--- config.mk ---
export PLATFORM = sky130hd
export DESIGN_NAME = memory_read_merge
export DESIGN_NICKNAME = d
export VERILOG_FILES = /design/src/rtl/memory_read_merge_pkg.sv /design/src/rtl/memory_read_merge.sv
export SDC_FILE = /design/constraint.sdc
export NUM_CORES = 1
export LEC_CHECK = 0
export BUFFER_PORTS_ARGS = -buffer_cell sky130_fd_sc_hd__buf_2
export CORE_UTILIZATION = 44
export CTS_BUF_LIST = sky130_fd_sc_hd__clkbuf_16
export DETAILED_ROUTE_END_ITERATION = 7
export GPL_ROUTABILITY_DRIVEN = 0
export GPL_TIMING_DRIVEN = 0
export PLACE_DENSITY = 0.66
export SYNTH_ARGS = -nofsm -noshare
export SYNTH_HDL_FRONTEND = slang
export SYNTH_SLANG_ARGS = --single-unit
--- constraint.sdc ---
create_clock -name clk -period 7.8 [get_ports clk]
set_clock_uncertainty 0.15 [all_clocks]
set_input_delay 1.56 -clock clk [delete_from_list [all_inputs] [get_ports clk]]
set_output_delay 1.56 -clock clk [all_outputs]
set_load 0.02 [all_outputs]
--- src/rtl/memory_read_merge_pkg.sv ---
// Shared types and helpers for the read-merge block: FSM states, boolean constants
// and the byte-lane mask used when merging partial TLB reads.
package memory_read_merge_pkg;

  localparam int LINE_BITS_DEFAULT = 4;

  localparam logic TRUE  = 1'b1;
  localparam logic FALSE = 1'b0;

  typedef enum logic [1:0] {
    IDLE       = 2'd0,
    FIRST_WAIT = 2'd1,
    SECOND     = 2'd2
  } state_t;

  function automatic logic [31:0] byte_mask(input logic [2:0] n);
    logic [31:0] mask;
    case (n)
      3'd0:    mask = 32'h0000_0000;
      3'd1:    mask = 32'h0000_00FF;
      3'd2:    mask = 32'h0000_FFFF;
      3'd3:    mask = 32'h00FF_FFFF;
      default: mask = 32'hFFFF_FFFF;
    endcase
    return mask;
  endfunction

endpackage

--- src/rtl/memory_read_merge.sv ---
// Splits one CPU read of 1..4 bytes into one or two TLB reads at the cache-line
// boundary and merges the returned bytes into a single right-justified result.
module memory_read_merge
  import memory_read_merge_pkg::*;
#(
  parameter int LINE_BITS = LINE_BITS_DEFAULT
) (
  input  logic        clk,
  input  logic        rst,
  input  logic        rd_reset,
  input  logic        read_do,
  output logic        read_done,
  output logic        read_page_fault,
  output logic        read_ac_fault,
  input  logic [1:0]  read_cpl,
  input  logic [31:0] read_address,
  input  logic [2:0]  read_length,
  input  logic        read_lock,
  input  logic        read_rmw,
  output logic [31:0] read_data,
  output logic        tlbread_do,
  input  logic        tlbread_done,
  input  logic        tlbread_page_fault,
  input  logic        tlbread_ac_fault,
  output logic [1:0]  tlbread_cpl,
  output logic [31:0] tlbread_address,
  output logic [2:0]  tlbread_length,
  output logic [2:0]  tlbread_length_full,
  output logic        tlbread_lock,
  output logic        tlbread_rmw,
  input  logic [31:0] tlbread_data
);

  localparam int LINE_BYTES = 2 ** LINE_BITS;

  state_t             state;
  logic [LINE_BITS:0] line_left;
  logic [2:0]         len1;
  logic [2:0]         len2;
  logic [31:0]        addr2;
  logic [2:0]         len1_q;
  logic [2:0]         len2_q;
  logic [31:0]        addr1_q;
  logic [31:0]        addr2_q;
  logic [31:0]        buffer;
  logic               reset_waiting;
  logic               page_fault_q;
  logic               ac_fault_q;
  logic               part_fault;
  logic               abandon;
  logic [31:0]        first_bytes;
  logic [31:0]        merged;

  assign line_left = LINE_BYTES[LINE_BITS:0] - {1'b0, read_address[LINE_BITS-1:0]};
  assign addr2     = {read_address[31:LINE_BITS], {LINE_BITS{1'b0}}} + 32'(LINE_BYTES);

  always_comb begin
    len1 = read_length;
    if (32'(read_length) > 32'(line_left)) begin
      len1 = line_left[2:0];
    end
    len2 = read_length - len1;
  end

  assign tlbread_cpl         = read_cpl;
  assign tlbread_lock        = read_lock;
  assign tlbread_rmw         = read_rmw;
  assign tlbread_length_full = read_length;

  always_comb begin
    tlbread_address = read_address;
    tlbread_length  = len1;
    case (state)
      FIRST_WAIT: begin
        tlbread_address = addr1_q;
        tlbread_length  = len1_q;
      end
      SECOND: begin
        tlbread_address = addr2_q;
        tlbread_length  = len2_q;
      end
      default: begin
        tlbread_address = read_address;
        tlbread_length  = len1;
      end
    endcase
  end

  assign part_fault      = tlbread_page_fault | tlbread_ac_fault;
  assign abandon         = reset_waiting | rd_reset;
  assign first_bytes     = tlbread_data & byte_mask(len1_q);
  assign merged          = buffer | ((tlbread_data & byte_mask(len2_q)) << {len1_q, 3'b000});
  assign read_page_fault = tlbread_page_fault | page_fault_q;
  assign read_ac_fault   = tlbread_ac_fault | ac_fault_q;

  // A flush clears sticky faults even if a fault arrives in the same cycle.
  always_ff @(posedge clk) begin
    if (rst || rd_reset) begin
      page_fault_q <= FALSE;
      ac_fault_q   <= FALSE;
    end else begin
      if (tlbread_page_fault && !reset_waiting) page_fault_q <= TRUE;
      if (tlbread_ac_fault && !reset_waiting)   ac_fault_q   <= TRUE;
    end
  end

  // After a flush the outstanding part is still serviced; its completion is dropped.
  always_ff @(posedge clk) begin
    if (rst) begin
      state         <= IDLE;
      tlbread_do    <= FALSE;
      read_done     <= FALSE;
      read_data     <= '0;
      buffer        <= '0;
      reset_waiting <= FALSE;
      len1_q        <= '0;
      len2_q        <= '0;
      addr1_q       <= '0;
      addr2_q       <= '0;
    end else begin
      read_done     <= FALSE;
      reset_waiting <= (state == IDLE) ? FALSE : (reset_waiting | rd_reset);
      case (state)
        IDLE: begin
          len1_q  <= len1;
          len2_q  <= len2;
          addr1_q <= read_address;
          addr2_q <= addr2;
          if (read_do && !rd_reset && !read_page_fault && !read_ac_fault) begin
            tlbread_do <= TRUE;
            state      <= FIRST_WAIT;
          end
        end
        FIRST_WAIT: begin
          if (part_fault) begin
            tlbread_do <= FALSE;
            state      <= IDLE;
          end else if (tlbread_done) begin
            if (abandon) begin
              tlbread_do <= FALSE;
              state      <= IDLE;
            end else if (len2_q != 3'd0) begin
              buffer <= first_bytes;
              state  <= SECOND;
            end else begin
              read_data  <= first_bytes;
              read_done  <= TRUE;
              tlbread_do <= FALSE;
              state      <= IDLE;
            end
          end
        end
        SECOND: begin
          if (part_fault) begin
            tlbread_do <= FALSE;
            state      <= IDLE;
          end else if (tlbread_done) begin
            if (!abandon) begin
              read_data <= merged;
              read_done <= TRUE;
            end
            tlbread_do <= FALSE;
            state      <= IDLE;
          end
        end
        default: begin
          tlbread_do <= FALSE;
          state      <= IDLE;
        end
      endcase
    end
  end

endmodule

---- Yosys cells after proc, flatten, opt, wreduce, memory -nomap -nowiden ----
Index checks and enable logic that the tools add are counted.
operators by class
  add/subtract/negate cells ............... 3
  magnitude comparators ................... 1
  equality and inequality tests ........... 19
  shift-type cells ........................ 1
  multiplexer cells ....................... 37
  bitwise operators ....................... 9
  reduce and logical (&&, ||, !) cells .... 20
operator list
  kind                                                 count
  one-hot mux 32 bit (4 select lines)                  2
  two-way mux 32 bit                                   7
  one-hot mux 32 bit (2 select lines)                  2
  bitwise AND 32 bit                                   2
  adder 32 x 5 -> 32 bit, second input constant        1
  OR 32 bit                                            1
  << shifter 32 x 6 -> 32 bit                          1
  two-way mux 1 bit                                    14
  two-way mux 2 bit                                    7
  inequality test 2 bit, second input constant         7
  equality test 3 x 2 -> 1 bit, second input constant  4
  AND reduction 8 bit                                  1
  equality test 3 x 1 -> 1 bit, second input constant  2
  zero test 3 bit                                      2
  inequality test 3 bit, second input constant         2
  one-hot mux 2 bit (3 select lines)                   1
  one-hot mux 3 bit (2 select lines)                   1
  greater-than comparator 3 x 5 -> 1 bit               1
  logical AND 1 bit                                    5
  AND reduction 5 bit                                  1
  subtractor 5 x 4 -> 5 bit, first input constant      1
  zero test 1 bit                                      4
  inequality test 4 bit, second input constant         1
  OR 1 bit                                             4
  other kinds (15)                                     16
storage, ports and cells
  register bits ........................... 141
  output and inout port bits .............. 78
  word-level logic and storage cells ...... 102

---- Longest topological paths before layout ----
Gate-level depths: netlist of the first run.
  word-level depth ........................ 9
  depth in mapped cells ................... 14

---- Least setup slack after synthesis of the first run ----
OpenSTA, ideal clock, no wires.
  path kind ............................... input to output
  from .................................... input port read_address[0]
  to ...................................... output port tlbread_length[0]
  arrival time ............................ 3.378 ns
  data required time ...................... 6.090 ns
  slack ................................... 2.712 ns
  cell stages on the path ................. 10
  buffers on the path ..................... 0
  path through ............................ inv_1 ha_1 xnor2_1 inv_1 ha_1 nand3_1 o21ai_0 nor3_2 mux2i_1 a21oi_1
between the ends
  word-level cells in the longest chain between the ends .. 4
ends and longest elaborated chain
  what                                    RTL line                 RTL
  from (decl)                             memory_read_merge.sv:16  input logic [31:0] read_address,
  subtractor 5 x 4 -> 5 bit (*)           memory_read_merge.sv:54  assign line_left = LINE_BYTES[LINE_BITS:0] - {1'b0, read_address[LINE_BITS-1:0]};
  greater-than comparator 3 x 5 -> 1 bit  memory_read_merge.sv:59  if (32'(read_length) > 32'(line_left)) begin
  two-way mux 3 bit (*)                   memory_read_merge.sv:59
  one-hot mux 3 bit (2 select lines) (*)  memory_read_merge.sv:73  case (state)
  to (decl)                               memory_read_merge.sv:27  output logic [2:0] tlbread_length,
Mark *: on every way between the ends. The rest lies on a longest branch, timed or not.

---- Worst setup path after layout of the first run ----
  from .................................... input port read_address[0]
  to ...................................... output port tlbread_length[1]
Same word-level chain as after synthesis.

==> flow_summary_export.csv, run 1 <==
group,metric,value,unit
layout,final_nets,1220,
placed_design,dp_hpwl,18970,um
yosys,ys_warn_count,0,
hold_path,hold_class,"register to register",
floorplan,num_rows,47,
grt,antenna_found_initial,0,
floorplan,die_x,133.9,um
worst_setup_path,critPathCapture,"tlbread_length[1]",
yosys,async_flop_share,0,
pwr,power,1.874,mW
floorplan,ioPinCount,156,
worst_setup_path,crit_arrival,3.88,ns
timing,period_needed,5.590,ns
clock_tree,cts_resized,0,
route,drc,0,
layout,final_cell_mix,"buf_2, dfxtp_1, nor2_1, a21oi_1, nand3_1",
route,antenna_left,0,
route,vias_per_cell,5.913,
worst_setup_path,r2r_start,"state[0]",
yosys,syn-cell-area,7655,um^2
yosys,ys.flop_type,"dfxtp_1",
pwr,leakagePower,3.709,nW
yosys,synth.distinct_cells,58,
worst_setup_path,r2r_cells,7,
worst_setup_path,crit_type,"input port to output port",
worst_setup_path,end_kind,"output port",
worst_setup_path,setup.worst_path.start_class,"input port",
worst_setup_path,worstPathRequired,6.09,ns
clock_tree,cts_root_buf,"clkbuf_16",
worst_setup_path,r2r_slack,4.94,ns
timing,tightest_slew,0.9231,ns
clock_tree,cts_tree,"yes",
layout,area_growth_syn_to_layout,20.76,%
layout,nFillCells,1648,
run,drv_cap,0,
yosys,synth_cells,968,
yosys,ys_seq_area_frac,0.3583,
layout,n_antenna_cell,0,
route,drtIter0Drc,688,
clock_tree,cts_setup_buffers,0,
timing,maxSlewViolCount,0,
clock_tree,numCtsBuffers,17,
pwr,power.density,202.7,nW/um^2
timing,setup_viol,0,
clock_tree,cts_sinks,137,
pwr,vdd_drop_max,0.0001776,V
floorplan,core,16760,um^2
worst_setup_path,crit_start,"read_address[0]",
timing,fin_crit_sh,0.7167,
timing,rsz0062_at_grt,"no",
clock_tree,ctsHoldBuffers,0,
layout,mostFrequentLayoutCell,"buf_2",
floorplan,start_util,0.4567,
route,vias,8071,
clock_tree,path_clk_slew,0.06,ns
grt,grt-ovfl-total,0,
yosys,synth_nets,1056,
grt,grt_pass1_vias,7302,
yosys,ys_ff_latch,137,
yosys,synth_edf_count,0,
yosys,syn_area_per_cell,7.908,um^2
timing,tns,0,ns
floorplan,die-area,17930,um^2
timing,max_freq,178.9,MHz
worst_setup_path,worstPathMaxFanout,5,
clock_tree,clkLatencyLatePin,0.44,ns
outcome,status,"finished clean",
grt,grt_usage,0.2925,
clock_tree,clockBufferDepth,2,
placed_design,portBuffers,145,
grt,grt_max_degree,17,
floorplan,die_h,133.9,um
clock_tree,h-tree-depth,4,
timing,hold_viol_final,0,
timing,slew_headroom,0.3846,
worst_setup_path,r2r-end,"read_done",
route,first_pass_iters,6,
grt,grt_pass1_wl,40080,um
route,wl_per_cell,19.26,um
layout,drive_gt1_frac,0.2035,
route,drt_wl_total,26290,um
[synthesized netlist by cell type (10+ instances only)]
master,instances,area share
dfxtp_1,137,0.36
nor2_1,136,0.067
a21oi_1,108,0.071
nand3_1,66,0.043
clkbuf_1,63,0.031
nand2_1,58,0.028
a211oi_1,52,0.051
mux2i_1,43,0.056
o21ai_0,30,0.020
inv_1,26,0.013
a22oi_1,25,0.025
nor3_1,23,0.015
buf_2,15,0.0098
a211o_1,14,0.016
xor2_1,11,0.013
a31oi_1,10,0.0082
[power by group]
group | switching, mW | internal (mW) | leakage, nW
clock | 0.324 | 0.496 | 0.286
sequential | 0.0145 | 0.725 | 1.12
combinational | 0.210 | 0.104 | 2.30
[kinds of logic (layout without fill, tap and decap cells)]
group,after synthesis,count (layout),synth area share
compound gates,293,293,0.2601
xor+xnor,18,18,0.02059
mux,52,52,0.06947
fa+ha+maj,10,10,0.01733
flops,137,137,0.3583
buf+inv,122,299,0.07028
simple gates,336,336,0.2040
[area by class of cell]
class / instances / area, um^2 / share of cell area
plain buffers: 96 / 440.4 / 0.04764
clock buffers: 17 / 425.4 / 0.04602
repair buffers: 145 / 725.7 / 0.07851
multi-input cells: 709 / 4374 / 0.4732
clock inverters: 15 / 162.7 / 0.01760
inverters: 26 / 97.59 / 0.01056
flip-flops and latches: 137 / 2743 / 0.2967
well taps: 220 / 275.3 / 0.02978
[worst min path at each step]
stage	startpoint	slack (ns)	endpoint	depth (start not counted)
finish	buffer[3]	0.30	buffer[3]	2
floorplan	buffer[0]	0.28	buffer[0]	2
detailed placement	buffer[5]	0.29	buffer[5]	2
CTS	buffer[5]	0.30	buffer[5]	2
global placement	buffer[5]	0.29	buffer[5]	2
global route	buffer[7]	0.32	buffer[7]	2
[worst max-delay path, stage by stage]
cell and delay, ns:
buf_2 0.13, inv_1 0.07, ha_1 0.22, xnor2_1 0.26, inv_1 0.08, ha_1 0.29
nand3_1 0.08, o21ai_0 0.10, nor3_2 0.34, mux2i_1 0.39, a21oi_1 0.16, buf_2 0.20
[sequential cells by signal, summed over array words and instances (netlist names)]
register and cells:
addr1_q 32, buffer 32, read_data 32, addr2_q 28, len1_q 3, len2_q 3
state 2, ac_fault_q 1, page_fault_q 1, read_done 1, reset_waiting 1, tlbread_do 1
[layer usage]
layer | part of all wire | wire, um | GRT usage | vias up
met2 | 0.47 | 12350 | 0.4799 | 380
met1 | 0.43 | 11210 | 0.3671 | 3776
met5 | 0 | 0 | 0 | -
li1 | - | - | - | 3840
met3 | 0.072 | 1880 | 0.05291 | 75
met4 | 0.033 | 857 | 0.1477 | 0
[per-stage QoR]
step	util	area, um^2	std cells	worst slack (ns)	hold WS, ns
3_3_place_gp	0.5165	8656	1333	2.224	0.2886
2_1_floorplan	-	7655	968	2.712	0.2814
3_5_place_dp	0.5165	8656	1333	2.206	0.2936
4_1_cts	0.5515	9244	1365	2.186	0.3016
6_report	0.5515	9244	1365	2.210	0.2998
5_1_grt	0.5515	9244	1365	2.026	0.3174
Note: power is estimated with default switching activity, not from simulation.
==> inputs of run 2 (changes only) <==
- PLACE_DENSITY: 0.66 -> 0.69
- clock period: 7.8 -> 4.7 ns (I/O delays scaled with it)
==> run 2 against run 1 <==
  * Global-route usage is essentially flat
  * Sequential power is 66% higher
  * Power up 64%
  * Critical path depth stayed put
  * Clock power up 61%
  * Routed wire length is 1.6% lower
  * Die area is the same
  * Sequential share of layout area rose by 0.064 points
  * Register-to-register slack got worse by 3.0 ns
  * Via count fell by 0.24%
  * Hold slack barely moved
  * Largest cell class unchanged
==> flow_summary_export.csv, run 2 (synthesis gave the netlist of run 1 again) <==
group,metric,value,unit
route,first_pass_iters,5,
floorplan,start_util,0.4567,
timing,period_needed,4.364,ns
worst_setup_path,r2r_slack,1.93,ns
clock_tree,numCtsBuffers,17,
route,vias,8052,
layout,top_regs,"addr1_q: 32 flops, buffer: 32 flops, read_data: 32 flops",
grt,grt_pass1_wl,40450,um
hold_path,hold_class,"register to register",
timing,setup_viol,0,
pwr,vdd_drop_max,0.0002558,V
placed_design,dp_hpwl,18860,um
worst_setup_path,crit_type,"input port to output port",
clock_tree,path_clk_slew,0.06,ns
layout,final_cell_mix,"buf_2, dfxtp_1, nor2_1, a21oi_1, nand3_1",
timing,hold_ws,0.3000,ns
worst_setup_path,setup.worst_path.start_class,"input port",
clock_tree,h-tree-depth,4,
route,wl_per_cell,18.95,um
pwr,power.density,332.2,nW/um^2
timing,fin_crit_sh,0.9284,
timing,tns,0,ns
timing,hold_viol_final,0,
layout,fin_area,9224,um^2
grt,grt_max_degree,17,
worst_setup_path,r2r_start,"state[0]",
worst_setup_path,worstPathRequired,3.61,ns
clock_tree,cts_resized,0,
worst_setup_path,r2r_cells,7,
layout,final_nets,1220,
clock_tree,cts_root_buf,"clkbuf_16",
clock_tree,cts_setup_buffers,0,
worst_setup_path,critPathCapture,"tlbread_length[0]",
worst_setup_path,crit_arrival,3.27,ns
timing,maxSlewViolCount,0,
placed_design,place_ws,0.3251,ns
worst_setup_path,crit_start,"read_address[0]",
clock_tree,ctsHoldBuffers,0,
floorplan,die_h,133.9,um
route,drtIter0Drc,642,
floorplan,ioPinCount,156,
outcome,status,"finished clean",
timing,max_freq,229.2,MHz
grt,grt-ovfl-total,0,
clock_tree,cts_sinks,137,
layout,drive_gt1_frac,0.2010,
clock_tree,clkLatencyLatePin,0.43,ns
worst_setup_path,worstPathMaxFanout,5,
route,drc,0,
grt,grt_pass1_vias,7498,
timing,slew_headroom,0.4063,
placed_design,dp_cells,1333,
clock_tree,clockBufferDepth,2,
layout,utilization,0.5504,
grt,grt_usage,0.2925,
run,drv_cap,0,
route,drt_wl_total,25870,um
floorplan,num_rows,47,
layout,area_growth_syn_to_layout,20.50,%
route,vias_per_cell,5.899,
worst_setup_path,end_kind,"output port",
pwr,power,3.064,mW
floorplan,core,16760,um^2
route,antenna_left,0,
timing,fin_ws,0.3364,ns
floorplan,die_x,133.9,um
pwr,leakagePower,3.707,nW
placed_design,postPlaceCellArea,8656,um^2
worst_setup_path,r2r-end,"read_done",
timing,tightest_slew,0.8906,ns
layout,final_cells,1365,
grt,antenna_found_initial,1,
timing,rsz0062_at_grt,"no",
layout,mostFrequentLayoutCell,"buf_2",
floorplan,die-area,17930,um^2
clock_tree,cts_tree,"yes",
placed_design,portBuffers,145,
==> run 2: final cells by class <==
cell class                      instances  area (um^2)
Multi-Input combinational cell        709         4374
Sequential cell                       137         2743
Inverter                               26        97.59
Buffer                                 96        440.4
Clock inverter                         14        140.1
Timing Repair Buffer                  145        725.7
Antenna cell                            1        2.502
Fill cell                            1626         7536
Clock buffer                           17        425.4
Tap cell                              220        275.3
==> run 2: critical path, cell delays in order <==
cell and delay [ns]:
buf_2 0.13, inv_1 0.07, ha_1 0.21, xnor2_1 0.27, inv_1 0.08, ha_1 0.29
nand3_1 0.08, o21ai_0 0.09, nor3_2 0.34, mux2i_1 0.39, a21oi_1 0.18, buf_2 0.21
==> run 2: how the worst min path moves through the flow <==
stage,startpoint,endpoint,cells past startpoint
after global routing,buffer[1],buffer[1],2
after floorplan,buffer[0],buffer[0],2
after global placement,buffer[4],buffer[4],2
after CTS,buffer[11],buffer[11],2
final,buffer[11],buffer[11],2
after detailed placement,buffer[12],buffer[12],2
==> run 2: routing by layer <==
| layer | track usage | share of wire | up-vias |
|---|---|---|---|
| met3 | 0.06576 | 0.079 | 84 |
| met1 | 0.3673 | 0.42 | 3730 |
| li1 | - | - | 3850 |
| met5 | 0 | 0 | - |
| met2 | 0.4804 | 0.46 | 388 |
| met4 | 0.1244 | 0.040 | 0 |
==> run 2: power breakdown <==
part	internal, mW	switching, mW
logic	0.172	0.348
clock network	0.813	0.502
registers	1.20	0.0249
==> inputs of run 3 (changes only) <==
- ABC_AREA: not set -> 1
- CORE_MARGIN: not set -> 5
==> run 3 against run 2 <==
  * Critical path depth rose by 2
  * Synthesized cell count up 21%
  * Routed wire length rose by 3.7%
  * Largest power group is now combinational logic
==> flow_summary_export.csv, run 3 <==
group,metric,value,unit
timing,hold_viol_final,0,
pwr,combPwrFrac,0.496,
clock_tree,path_clk_slew,0.06,ns
clock_tree,cts_sinks,137,
grt,grt_max_degree,17,
yosys,synth_edf_count,0,
floorplan,ioPinCount,156,
floorplan,die_h,141.4,um
timing,period_needed,4.176,ns
run,drv_cap,0,
layout,top_regs,"addr1_q: 32 flops, buffer: 32 flops, read_data: 32 flops",
pwr,switching_share,0.4630,
layout,fin_area,9148,um^2
yosys,synth_most_common_cell,"nand2_1",
clock_tree,cts_setup_buffers,0,
clock_tree,numCtsBuffers,17,
worst_setup_path,crit_arrival,3.09,ns
grt,grt-ovfl-total,0,
floorplan,core,17120,um^2
yosys,ys.flop_type,"dfxtp_1",
grt,grt_usage,0.2681,
worst_setup_path,worstPathRequired,3.61,ns
yosys,syn-cell-area,7595,um^2
layout,multi_input_area,4001,um^2
yosys,synth_commonest_cells,"nand2_1, dfxtp_1, inv_1, o21ai_0, nor2_1",
yosys,ys_warn_count,0,
pwr,power.density,572.6,nW/um^2
layout,utilization,0.5344,
hold_path,hold_class,"register to register",
route,drc,0,
clock_tree,clkLatencyLatePin,0.42,ns
layout,final_nets,1428,
route,antenna_left,0,
route,wl_per_cell,17.01,um
clock_tree,clockBufferDepth,2,
pwr,power.internal,2.813,mW
route,drt_wl_total,26840,um
timing,slew_headroom,0.4987,
grt,grt_pass1_wl,42950,um
pwr,pwr-share-seq,0.274,
timing,setup_viol,0,
yosys,synth.area.top_cells,"dfxtp_1, nand2_1, o21ai_0",
yosys,yosys.area.top_type,"dfxtp_1",
floorplan,start_util,0.4437,
clock_tree,cts_resized,0,
worst_setup_path,crit_type,"input port to output port",
clock_tree,ctsHoldBuffers,0,
clock_tree,cts_tree,"yes",
timing,fin_crit_sh,0.8886,
layout,area_growth_syn_to_layout,20.44,%
placed_design,postPlaceCellArea,8627,um^2
pwr,power,5.238,mW
clock_tree,h-tree-depth,4,
grt,grt_pass1_vias,8234,
layout,drive_gt1_frac,0.1693,
route,vias_per_cell,5.493,
yosys,synth_top_cell_area_share,0.3611,
yosys,ys_seq_area_frac,0.3611,
worst_setup_path,setup.worst_path.start_class,"input port",
worst_setup_path,end_kind,"output port",
placed_design,dp_hpwl,20180,um
outcome,status,"finished clean",
yosys,syn_area_per_cell,6.486,um^2
pwr,leakagePower,4.291,nW
pwr,vdd_drop_max,0.0003248,V
clock_tree,cts_root_buf,"clkbuf_16",
yosys,synth.distinct_cells,38,
layout,n_antenna_cell,0,
timing,tns,0,ns
pwr,p_clk_frac,0.230,
yosys,async_flop_share,0,
layout,regArea,2743,um^2
route,first_pass_iters,7,
pwr,power.switching,2.425,mW
layout,final_cell_mix,"nand2_1, buf_2, dfxtp_1, inv_1, o21ai_0",
timing,tightest_slew,0.7330,ns
yosys,synth_cells,1171,
timing,hold_ws,0.3098,ns
layout,mostFrequentLayoutCell,"nand2_1",
worst_setup_path,worstPathMaxFanout,6,
placed_design,portBuffers,150,
timing,max_freq,239.4,MHz
floorplan,num_rows,48,
floorplan,die_x,141.4,um
route,vias,8668,
layout,nFillCells,1753,
timing,rsz0062_at_grt,"no",
grt,antenna_found_initial,0,
floorplan,die-area,19990,um^2
timing,maxSlewViolCount,0,
route,drtIter0Drc,910,
yosys,synth_nets,1259,
yosys,ys_ff_latch,137,
[run 3: final timing paths]
kind	start	endpoint	slack [ns]	depth (start not counted)
worst min register to register	buffer[3]	buffer[3]	0.31	2
worst max register to register	state[1]	addr1_q[24]	2.44	7
worst min-delay path	buffer[3]	buffer[3]	0.31	2
worst max-delay path	read_address[0]	tlbread_length[0]	0.52	14
[run 3: final cells by class]
class,count,area share
repair buffers,150,0.08207
inverters,135,0.05540
clock inverters,15,0.01040
flip-flops and latches,137,0.2998
multi-input cells,827,0.4374
well taps,225,0.03078
plain buffers,72,0.03761
clock buffers,17,0.04651
[run 3: logic make-up (layout without fill, tap and decap cells)]
kind of cell | Yosys count | count (layout) | synth area share
simple gates | 511 | 511 | 0.2811
xor+xnor | 4 | 4 | 0.004614
buf+inv | 207 | 389 | 0.1120
compound gates | 302 | 302 | 0.2237
fa+ha+maj | 10 | 10 | 0.01746
flops | 137 | 137 | 0.3611
[run 3: critical path, cell delays in order]
cell     delay, ns
buf_2         0.12
inv_1         0.08
ha_1          0.21
nand2_1       0.06
inv_1         0.03
nor2_1        0.16
ha_1          0.28
nand3_1       0.09
nand2_1       0.05
nor2_1        0.19
nand2_1       0.16
o21ai_0       0.38
o21ai_0       0.13
buf_2         0.19
[run 3: power groups by stage]
| stage | combinational, mW | clock, mW | sequential [mW] |
|---|---|---|---|
| finish | 2.60 | 1.21 | 1.43 |
| global route | 2.84 | 1.28 | 1.46 |
| CTS | 2.56 | 1.22 | 1.43 |
| detailed placement | 2.55 | 0 | 1.46 |
| global placement | 2.53 | 0 | 1.45 |
| floorplan | 1.69 | 0 | 1.46 |
[run 3: through the flow]
stage,setup slack (ns),instances
2_1_floorplan,0.8744,1171
3_3_place_gp,0.5827,1546
3_5_place_dp,0.5518,1546
4_1_cts,0.5437,1578
5_1_grt,0.3068,1578
6_report,0.5237,1578
[run 3: metal layers]
metal	track usage	part of all wire	vias to the layer above
li1	-	-	4195
met1	0.3439	0.41	3976
met2	0.4512	0.47	418
met3	0.05629	0.088	79
met4	0.08788	0.033	0
met5	0	0	-
